## src/rtl/demod_frame_sync.sv

```systemverilog
// demod_frame_sync
//   Frame synchroniser for the demodulator back end. Decided symbols are
//   serialised into a bit stream (I before Q in QPSK, I only in BPSK). The
//   block hunts for HEADER, checks a byte-sum checksum over the payload and
//   runs a hunt/verify/lock flywheel. Good frames are published on para_out.
//
// Ports
//   clk          sample clock, rising edge
//   rst_n        asynchronous active-low reset
//   sync_I       decided I bit, valid with sync_flag_i
//   sync_Q       decided Q bit, ignored in BPSK
//   sync_flag_i  one-cycle strobe at the optimum sampling instant
//   para_out     last good frame {header, data MSB-first, checksum}
//   valid_flag   pulse, para_out updated this cycle
//   header_flag  pulse, header matched
//   chk_err      pulse, frame body ended with a bad checksum
//   overrun_err  pulse, a strobe was dropped
//   locked       level, flywheel locked
//
// state   | meaning
// --------+---------------------------------------------------------------
// ST_HUNT | sliding header search on every new bit
// ST_BODY | counting payload + checksum bits of the current frame
// ST_HDR  | counting the header field at the expected frame position

module demod_frame_sync #(
  parameter int unsigned HDR_W      = 8,
  parameter logic [HDR_W-1:0] HEADER = 8'hcc,
  parameter int unsigned DATA_BYTES = 3,
  parameter int unsigned MODE       = 1,
  parameter int unsigned LOCK_CNT   = 2,
  parameter int unsigned LOSS_CNT   = 3,
  localparam int unsigned FRAME_W   = HDR_W + 8*DATA_BYTES + 8
) (
  input  logic               clk,
  input  logic               rst_n,
  input  logic               sync_I,
  input  logic               sync_Q,
  input  logic               sync_flag_i,
  output logic [FRAME_W-1:0] para_out,
  output logic               valid_flag,
  output logic               header_flag,
  output logic               chk_err,
  output logic               overrun_err,
  output logic               locked
);

  localparam int unsigned BODY_W = 8*DATA_BYTES + 8;
  localparam int unsigned SR_W   = (BODY_W > HDR_W) ? BODY_W : HDR_W;
  localparam int unsigned CNT_W  = $clog2(SR_W + 1);
  localparam int unsigned GOOD_W = $clog2(LOCK_CNT + 2);
  localparam int unsigned MISS_W = $clog2(LOSS_CNT + 1);

  typedef enum logic [1:0] {ST_HUNT, ST_BODY, ST_HDR} state_t;

  state_t              state_q, state_d;
  logic [SR_W-2:0]     sr_q, sr_d;
  logic                q_pend_q, q_pend_d;
  logic                q_bit_q, q_bit_d;
  logic [CNT_W-1:0]    bcnt_q, bcnt_d;
  logic [GOOD_W-1:0]   good_cnt_q, good_cnt_d;
  logic [MISS_W-1:0]   miss_cnt_q, miss_cnt_d;
  logic                locked_q, locked_d;
  logic [FRAME_W-1:0]  para_q, para_d;
  logic                valid_q, valid_d;
  logic                hdr_q, hdr_d;
  logic                chk_q, chk_d;
  logic                ovr_q, ovr_d;

  logic                bit_v;
  logic                bit_in;
  logic [SR_W-1:0]     sr_next;
  logic [7:0]          byte_sum;
  logic                hdr_match;
  logic                miss_ev;

  // Serialiser. A pending Q bit always wins the cycle; a strobe colliding
  // with it is dropped entirely (its I and Q are both lost).
  always_comb begin
    bit_v    = 1'b0;
    bit_in   = 1'b0;
    q_pend_d = 1'b0;
    q_bit_d  = q_bit_q;
    ovr_d    = 1'b0;
    if (q_pend_q) begin
      bit_v  = 1'b1;
      bit_in = q_bit_q;
      ovr_d  = sync_flag_i;
    end else if (sync_flag_i) begin
      bit_v  = 1'b1;
      bit_in = sync_I;
      if (MODE != 0) begin
        q_pend_d = 1'b1;
        q_bit_d  = sync_Q;
      end
    end
  end

  // sr_next includes the bit arriving this cycle so field decisions are
  // made on the same cycle the last bit lands, and registered for output.
  assign sr_next   = {sr_q, bit_in};
  assign sr_d      = bit_v ? sr_next[SR_W-2:0] : sr_q;
  assign hdr_match = (sr_next[HDR_W-1:0] == HEADER);

  always_comb begin
    byte_sum = 8'h00;
    for (int b = 0; b < int'(DATA_BYTES); b++) begin
      byte_sum = byte_sum + sr_next[8 + 8*b +: 8];
    end
  end

  always_comb begin
    state_d    = state_q;
    bcnt_d     = bcnt_q;
    good_cnt_d = good_cnt_q;
    miss_cnt_d = miss_cnt_q;
    locked_d   = locked_q;
    para_d     = para_q;
    valid_d    = 1'b0;
    hdr_d      = 1'b0;
    chk_d      = 1'b0;
    miss_ev    = 1'b0;

    case (state_q)
      ST_HUNT: begin
        good_cnt_d = '0;
        if (bit_v && hdr_match) begin
          hdr_d   = 1'b1;
          bcnt_d  = '0;
          state_d = ST_BODY;
        end
      end
      ST_BODY: begin
        if (bit_v) begin
          if (bcnt_q == CNT_W'(BODY_W - 1)) begin
            bcnt_d  = '0;
            state_d = ST_HDR;
            if (byte_sum == sr_next[7:0]) begin
              para_d     = {HEADER, sr_next[BODY_W-1:0]};
              valid_d    = 1'b1;
              miss_cnt_d = '0;
              if (good_cnt_q < GOOD_W'(LOCK_CNT)) begin
                good_cnt_d = good_cnt_q + GOOD_W'(1);
              end
              if (good_cnt_q + GOOD_W'(1) >= GOOD_W'(LOCK_CNT)) begin
                locked_d = 1'b1;
              end
            end else begin
              chk_d   = 1'b1;
              miss_ev = 1'b1;
            end
          end else begin
            bcnt_d = bcnt_q + CNT_W'(1);
          end
        end
      end
      ST_HDR: begin
        if (bit_v) begin
          if (bcnt_q == CNT_W'(HDR_W - 1)) begin
            bcnt_d  = '0;
            state_d = ST_BODY;
            if (hdr_match) begin
              hdr_d = 1'b1;
            end else begin
              miss_ev = 1'b1;
            end
          end else begin
            bcnt_d = bcnt_q + CNT_W'(1);
          end
        end
      end
      default: begin
        state_d = ST_HUNT;
        bcnt_d  = '0;
      end
    endcase

    // Flywheel: while locked, tolerate LOSS_CNT-1 consecutive misses on
    // frame timing; anything else drops back to a fresh hunt.
    if (miss_ev) begin
      if (locked_q && (int'(miss_cnt_q) + 1 < int'(LOSS_CNT))) begin
        miss_cnt_d = miss_cnt_q + MISS_W'(1);
      end else begin
        locked_d   = 1'b0;
        miss_cnt_d = '0;
        good_cnt_d = '0;
        bcnt_d     = '0;
        state_d    = ST_HUNT;
      end
    end
  end

  always_ff @(posedge clk or negedge rst_n) begin
    if (!rst_n) begin
      state_q    <= ST_HUNT;
      sr_q       <= '0;
      q_pend_q   <= 1'b0;
      q_bit_q    <= 1'b0;
      bcnt_q     <= '0;
      good_cnt_q <= '0;
      miss_cnt_q <= '0;
      locked_q   <= 1'b0;
      para_q     <= '0;
      valid_q    <= 1'b0;
      hdr_q      <= 1'b0;
      chk_q      <= 1'b0;
      ovr_q      <= 1'b0;
    end else begin
      state_q    <= state_d;
      sr_q       <= sr_d;
      q_pend_q   <= q_pend_d;
      q_bit_q    <= q_bit_d;
      bcnt_q     <= bcnt_d;
      good_cnt_q <= good_cnt_d;
      miss_cnt_q <= miss_cnt_d;
      locked_q   <= locked_d;
      para_q     <= para_d;
      valid_q    <= valid_d;
      hdr_q      <= hdr_d;
      chk_q      <= chk_d;
      ovr_q      <= ovr_d;
    end
  end

  assign para_out    = para_q;
  assign valid_flag  = valid_q;
  assign header_flag = hdr_q;
  assign chk_err     = chk_q;
  assign overrun_err = ovr_q;
  assign locked      = locked_q;

endmodule

```

## config.mk

```make
export PLATFORM = sky130hd
export DESIGN_NAME = demod_frame_sync
export DESIGN_NICKNAME = d
export VERILOG_FILES = /design/src/rtl/demod_frame_sync.sv
export SDC_FILE = /design/constraint.sdc
export NUM_CORES = 1
export LEC_CHECK = 0
export BUFFER_PORTS_ARGS = -buffer_cell sky130_fd_sc_hd__buf_4
export CORE_ASPECT_RATIO = 0.75
export CORE_MARGIN = 5
export CORE_UTILIZATION = 63
export CTS_CLUSTER_DIAMETER = 40
export DETAILED_ROUTE_END_ITERATION = 10
export GPL_TIMING_DRIVEN = 0
export PLACE_DENSITY = 0.85
export SLEW_MARGIN = 20
export SYNTH_ARGS = -nofsm -noshare
export SYNTH_HDL_FRONTEND = slang
export SYNTH_SLANG_ARGS = --single-unit
```

## constraint.sdc

```tcl
create_clock -name clk -period 6 [get_ports clk]
set_input_delay 0.3 -clock clk [delete_from_list [all_inputs] [get_ports clk]]
set_output_delay 0.3 -clock clk [all_outputs]
set_load 0.02 [all_outputs]
```

# ---- After elaboration in Yosys (flattened, before gate mapping)
# Index checks and enable logic that the tools add are counted.
dict set report word_totals {
  in_bits 5
  ff_bits 83
}
dict set report op_classes {
  n_lt_le_gt_ge 3
  mux 59
  n_reduce_logical 10
  n_bitwise 1
  eq_ne 6
  add_sub_neg 6
}
# operator n
set op_table {}
lappend op_table {{two-way mux 6 bit} 7}
lappend op_table {{two-way mux 2 bit} 19}
lappend op_table {{two-way mux 1 bit} 28}
lappend op_table {{case mux 6 bit (3 select lines)} 1}
lappend op_table {{adder 8 bit} 2}
lappend op_table {{== test 8 bit} 1}
lappend op_table {{== test 8 bit (second input constant)} 1}
lappend op_table {{AND reduction 4 bit} 2}
lappend op_table {{nonzero test 2 bit} 4}
lappend op_table {{adder 6 x 1 -> 6 bit (second input constant)} 1}
lappend op_table {{== test 6 x 3 -> 1 bit (second input constant)} 1}
lappend op_table {{== test 6 x 5 -> 1 bit (second input constant)} 1}
lappend op_table {{case mux 2 bit (3 select lines)} 1}
lappend op_table {{adder 2 x 1 -> 2 bit (second input constant)} 2}
lappend op_table {{case mux 1 bit (2 select lines)} 2}
lappend op_table {{case mux 2 bit (2 select lines)} 1}
lappend op_table {{adder 2 x 1 -> 3 bit (second input constant)} 1}
lappend op_table {{less-than comparator 3 x 2 -> 1 bit (second input constant)} 1}
lappend op_table {{== test 2 x 1 -> 1 bit (second input constant)} 1}
lappend op_table {{== test 2 bit (second input constant)} 1}
lappend op_table {{greater-or-equal comparator 2 bit (second input constant)} 1}
lappend op_table {{logical AND 1 bit} 2}
lappend op_table {{logical NOT 2 bit} 1}
lappend op_table {{less-than comparator 2 bit (second input constant)} 1}
lappend op_table {{other kinds (2)} 2}

# ---- Logic depth before layout (Yosys ltp)
dict set report logic_depth {
  depth_word 9
  ltp_mapped 10
}

# ---- Worst setup path after synthesis
# OpenSTA, ideal clock, no wires.
dict set report synth_path {
  path_type {flip-flop to flip-flop}
  startpoint {reg sr_q[8]}
  endpoint {reg para_q[0], in the netlist para_out[0]}
  path_slack_ns 2.928
  t_arrival_ns 2.945
  synth_period_minus_slack_ns 3.072
  stages_incl_launch_ff 10
  setup_ns 0.127
  t_required_ns 5.873
  path_cell_list {dfrtp_1 fa_1 ha_1 fa_1 xor2_1 a2111oi_4 nand3_4 nor2_8 buf_6 mux2_1}
}
dict set report synth_via {
  elab_chain_len 4
}
# element line_no
set synth_rtl {}
lappend synth_rtl {{start: declaration} 57} ;# logic [SR_W-2:0] sr_q, sr_d;
lappend synth_rtl {{start signal: assignment} 210} ;# sr_q <= sr_d;
lappend synth_rtl {{adder 8 bit (2 in series)} 108} ;# byte_sum = byte_sum + sr_next[8 + 8*b +: 8];
lappend synth_rtl {{== test 8 bit} 138} ;# if (byte_sum == sr_next[7:0]) begin
lappend synth_rtl {{AND reduction 4 bit (no source line)} --}
lappend synth_rtl {{end signal: assignment} 217} ;# para_q <= para_d;
lappend synth_rtl {{end: declaration} 64} ;# logic [FRAME_W-1:0] para_q, para_d;
# No other way between the ends.
# A chain may end at the register's enable or synchronous reset.

# ---- Worst setup path after layout
dict set report layout_path {
  startpoint {reg sr_q[9]}
  endpoint {reg para_q[25], in the netlist para_out[25]}
}
# The elaborated chain is that of the path after synthesis.

==> impl_metrics.yaml <==
floorplan:
  start_util_pct: 65.6
  core_um2: 6350
  die_y_um: 80.4
  dieArea_um2: 8350
  fp.dieW_um: 104
  num_rows: 25
  pin_count: 50
clock_network:
  cts.htree.levels: 3
  max-clock-path-buffers: 2
  worstSkewPairLatency_ns: 0.36
  tritoncts: "done"
  cts_setup_buffers: 0
  cts_hold_buf: 0
  cts_resized: 0
  cts.sinks: 83
  cts_root_buf: "clkbuf_8"
  numCtsBuffers: 9
  clkTransAtPathRegs_ns: 0.09
worst_setup_path:
  critPathKind: "flop to flop"
  startpoint_type: "flop"
  endpoint_kind: "flop"
  rr_endpoint: "para_out[25]"
  path_max_fanout: 10
  r2r_cells: 9
  worstReg2RegStart: "sr_q[9]"
  r2r_slack_ns: 2.58
  cp.arrival_ns: 3.65
  crit_required_ns: 6.24
placement:
  dp_hpwl_mm: 6.03
  placedCellCount: 451
  dpl_cell_area_um2: 4610
  numPortBuffers: 45
  place_ws_ns: 2.61
  place_congestion: 0.871
synthesis:
  synth_top_family_by_area: "multiplexers"
  syn_area_um2: 4160
  synth_most_common_cell: "dfrtp_1"
  ys_warn_count: 0
  ys_ff_latch: 83
  synth-simple-area-share_pct: 9.53
  avgSynthCellArea_um2: 12.9
  ys_async_sr_fraction_pct: 100
  netlist_top_cells_area: "dfrtp_1, mux2_2, mux2_1, ha_1, fa_1"
  synth-xor-area-share_pct: 2.64
  synth_edf_count: 0
  synth.distinct_cells: 55
  yosys.area.top_type_share_pct: 49.9
  synth_mux_area_share_pct: 18.2
  synthAdderAreaFrac_pct: 8.05
  synthFlopType: "dfrtp_1"
  netlist_instances: 322
  synth_top_area_cell: "dfrtp_1"
  netlist_top_cells_count: "dfrtp_1, mux2_2, mux2_1"
  synth_compound_area_share_pct: 8.08
  yosysSeqAreaShare_pct: 49.9
routing:
  wl_per_cell_um: 17.7
  drt-pass1-iter-count: 4
  ant_nets: 0
  drt_iter0_drc: 132
  via_per_inst: 5.78
  route.detailed.drc: 0
  drt_wl_total_mm: 8.26
  via_count: 2697
cells_and_area:
  final_cells: 467
  drive_above_1_share_pct: 30.8
  nets: 408
  diodes: 0
  syn2layout_area_growth_pct: 16.3
  fillers: 426
  postLayoutCellArea_um2: 4840
grt:
  grt_pass1_vias: 2761
  track_usage_pct: 21.7
  antenna_found_initial: 0
  grt_first_pass_wirelength_mm: 14.3
  grt_start_max_net_pins: 84
  gr-total-overflow: 0
sta:
  period_needed_ns: 3.42
  whs_ns: -0.0524
  fin_setup_tns_ns: 0
  hold_violations: 40
  finalSetupViolations: 0
  rsz0062_at_grt: "no"
  finalCritPeriodShare_pct: 56.9
  fin_ws_ns: 2.58
  skew_ns: 0.0144
  max_clock_freq_mhz: 293
  slew_violations: 0
  relSlewSlack_pct: 51.3
  worst_pin_slew_ns: 0.731
power:
  ir_drop_mv: 0.431
  power_density_nw_per_um2: 500
  power_leakage_nw: 2.39
job:
  cap_violations: 0
status:
  status: "finished, violations left"
  violations: "negative hold slack"
hold_path:
  hold_path_class: "primary input to asynchronous set/reset pin"
[cell type report]
type	instances	area, µm²	area share, %
plain buffers	16	111	2.30
clock buffers	9	124	2.56
clock inverters	7	98.8	2.04
inverters	9	33.8	0.698
multi-input cells	217	1950	40.3
flip-flops and latches	83	2080	42.9
well taps	81	101	2.09
repair buffers	45	342	7.06
[registers in the layout, summed over array words and instances (netlist names), 2 cells and up]
name / cells
para_out: 33
good_cnt_q: 2
miss_cnt_q: 2
state_q: 2
bcnt_q: 6
sr_q: 31
[metrics by stage]
stage	utilization [%]	power, mW
3_5_place_dp	72.7	1.97
4_1_cts	76.2	2.43
5_1_grt	76.2	2.61
6_report	76.2	2.42
2_1_floorplan	-	1.72
3_3_place_gp	72.7	1.94
[critical path: stages, from the launching register on]
cell and delay, ns:
dfrtp_1 0.44, fa_1 0.63, ha_1 0.25, a211oi_1 0.42, o21bai_1 0.14, a211oi_1 0.37
o22ai_2 0.24, nor2_8 0.26, buf_6 0.19, mux2_1 0.35
[how the worst max path moves through the flow]
| stage | from | to | slack, ns | cells past startpoint |
|---|---|---|---|---|
| after floorplan | sr_q[8] | para_out[0] | 2.93 | 9 |
| after global placement | sr_q[8] | para_out[22] | 2.69 | 9 |
| after detailed placement | sr_q[9] | para_out[27] | 2.61 | 9 |
| after CTS | sr_q[9] | para_out[25] | 2.57 | 9 |
| after global routing | sr_q[9] | para_out[25] | 2.37 | 9 |
| final | sr_q[9] | para_out[25] | 2.58 | 9 |
[cells by family after synthesis]
group           after synthesis
fa+ha+maj                    22
mux                          65
flops                        83
buf+inv                      25
xor+xnor                     11
simple gates                 66
compound gates               49
other cells                   1
[layer usage]
layer	track usage (%)	wire, µm	part of all wire, %
met3	6.51	617	7.5
met5	0	0	0
met4	6.21	66	0.80
met2	32.7	3690	45
met1	30.7	3890	47
[cell usage in the layout (no fill, tap or decap), types with 3 or more instances in the layout]
cell type / Yosys / final
a21oi_1: 10 / 10
fa_1: 8 / 8
clkbuf_8: 0 / 9
conb_1: 1 / 4
nor3_1: 12 / 12
mux2_1: 24 / 24
buf_6: 3 / 4
buf_4: 7 / 51
mux2_2: 31 / 31
inv_1: 9 / 9
dfrtp_1: 83 / 83
a21o_1: 4 / 4
mux2_4: 8 / 8
o21a_1: 4 / 4
and3b_1: 3 / 3
nand3_1: 6 / 6
a211oi_1: 5 / 5
ha_1: 14 / 14
o211ai_1: 3 / 3
nor2_1: 8 / 8
or3_1: 3 / 3
buf_1: 3 / 3
o21ai_0: 13 / 13
xnor2_1: 4 / 4
xor2_1: 6 / 6
nand2_1: 13 / 13
[power breakdown]
part           total, mW  internal (mW)  switching, mW
Combinational       1.16          0.509          0.649
Clock              0.447          0.237          0.210
Sequential         0.817          0.664          0.153
(Power assumes the default switching activity.)
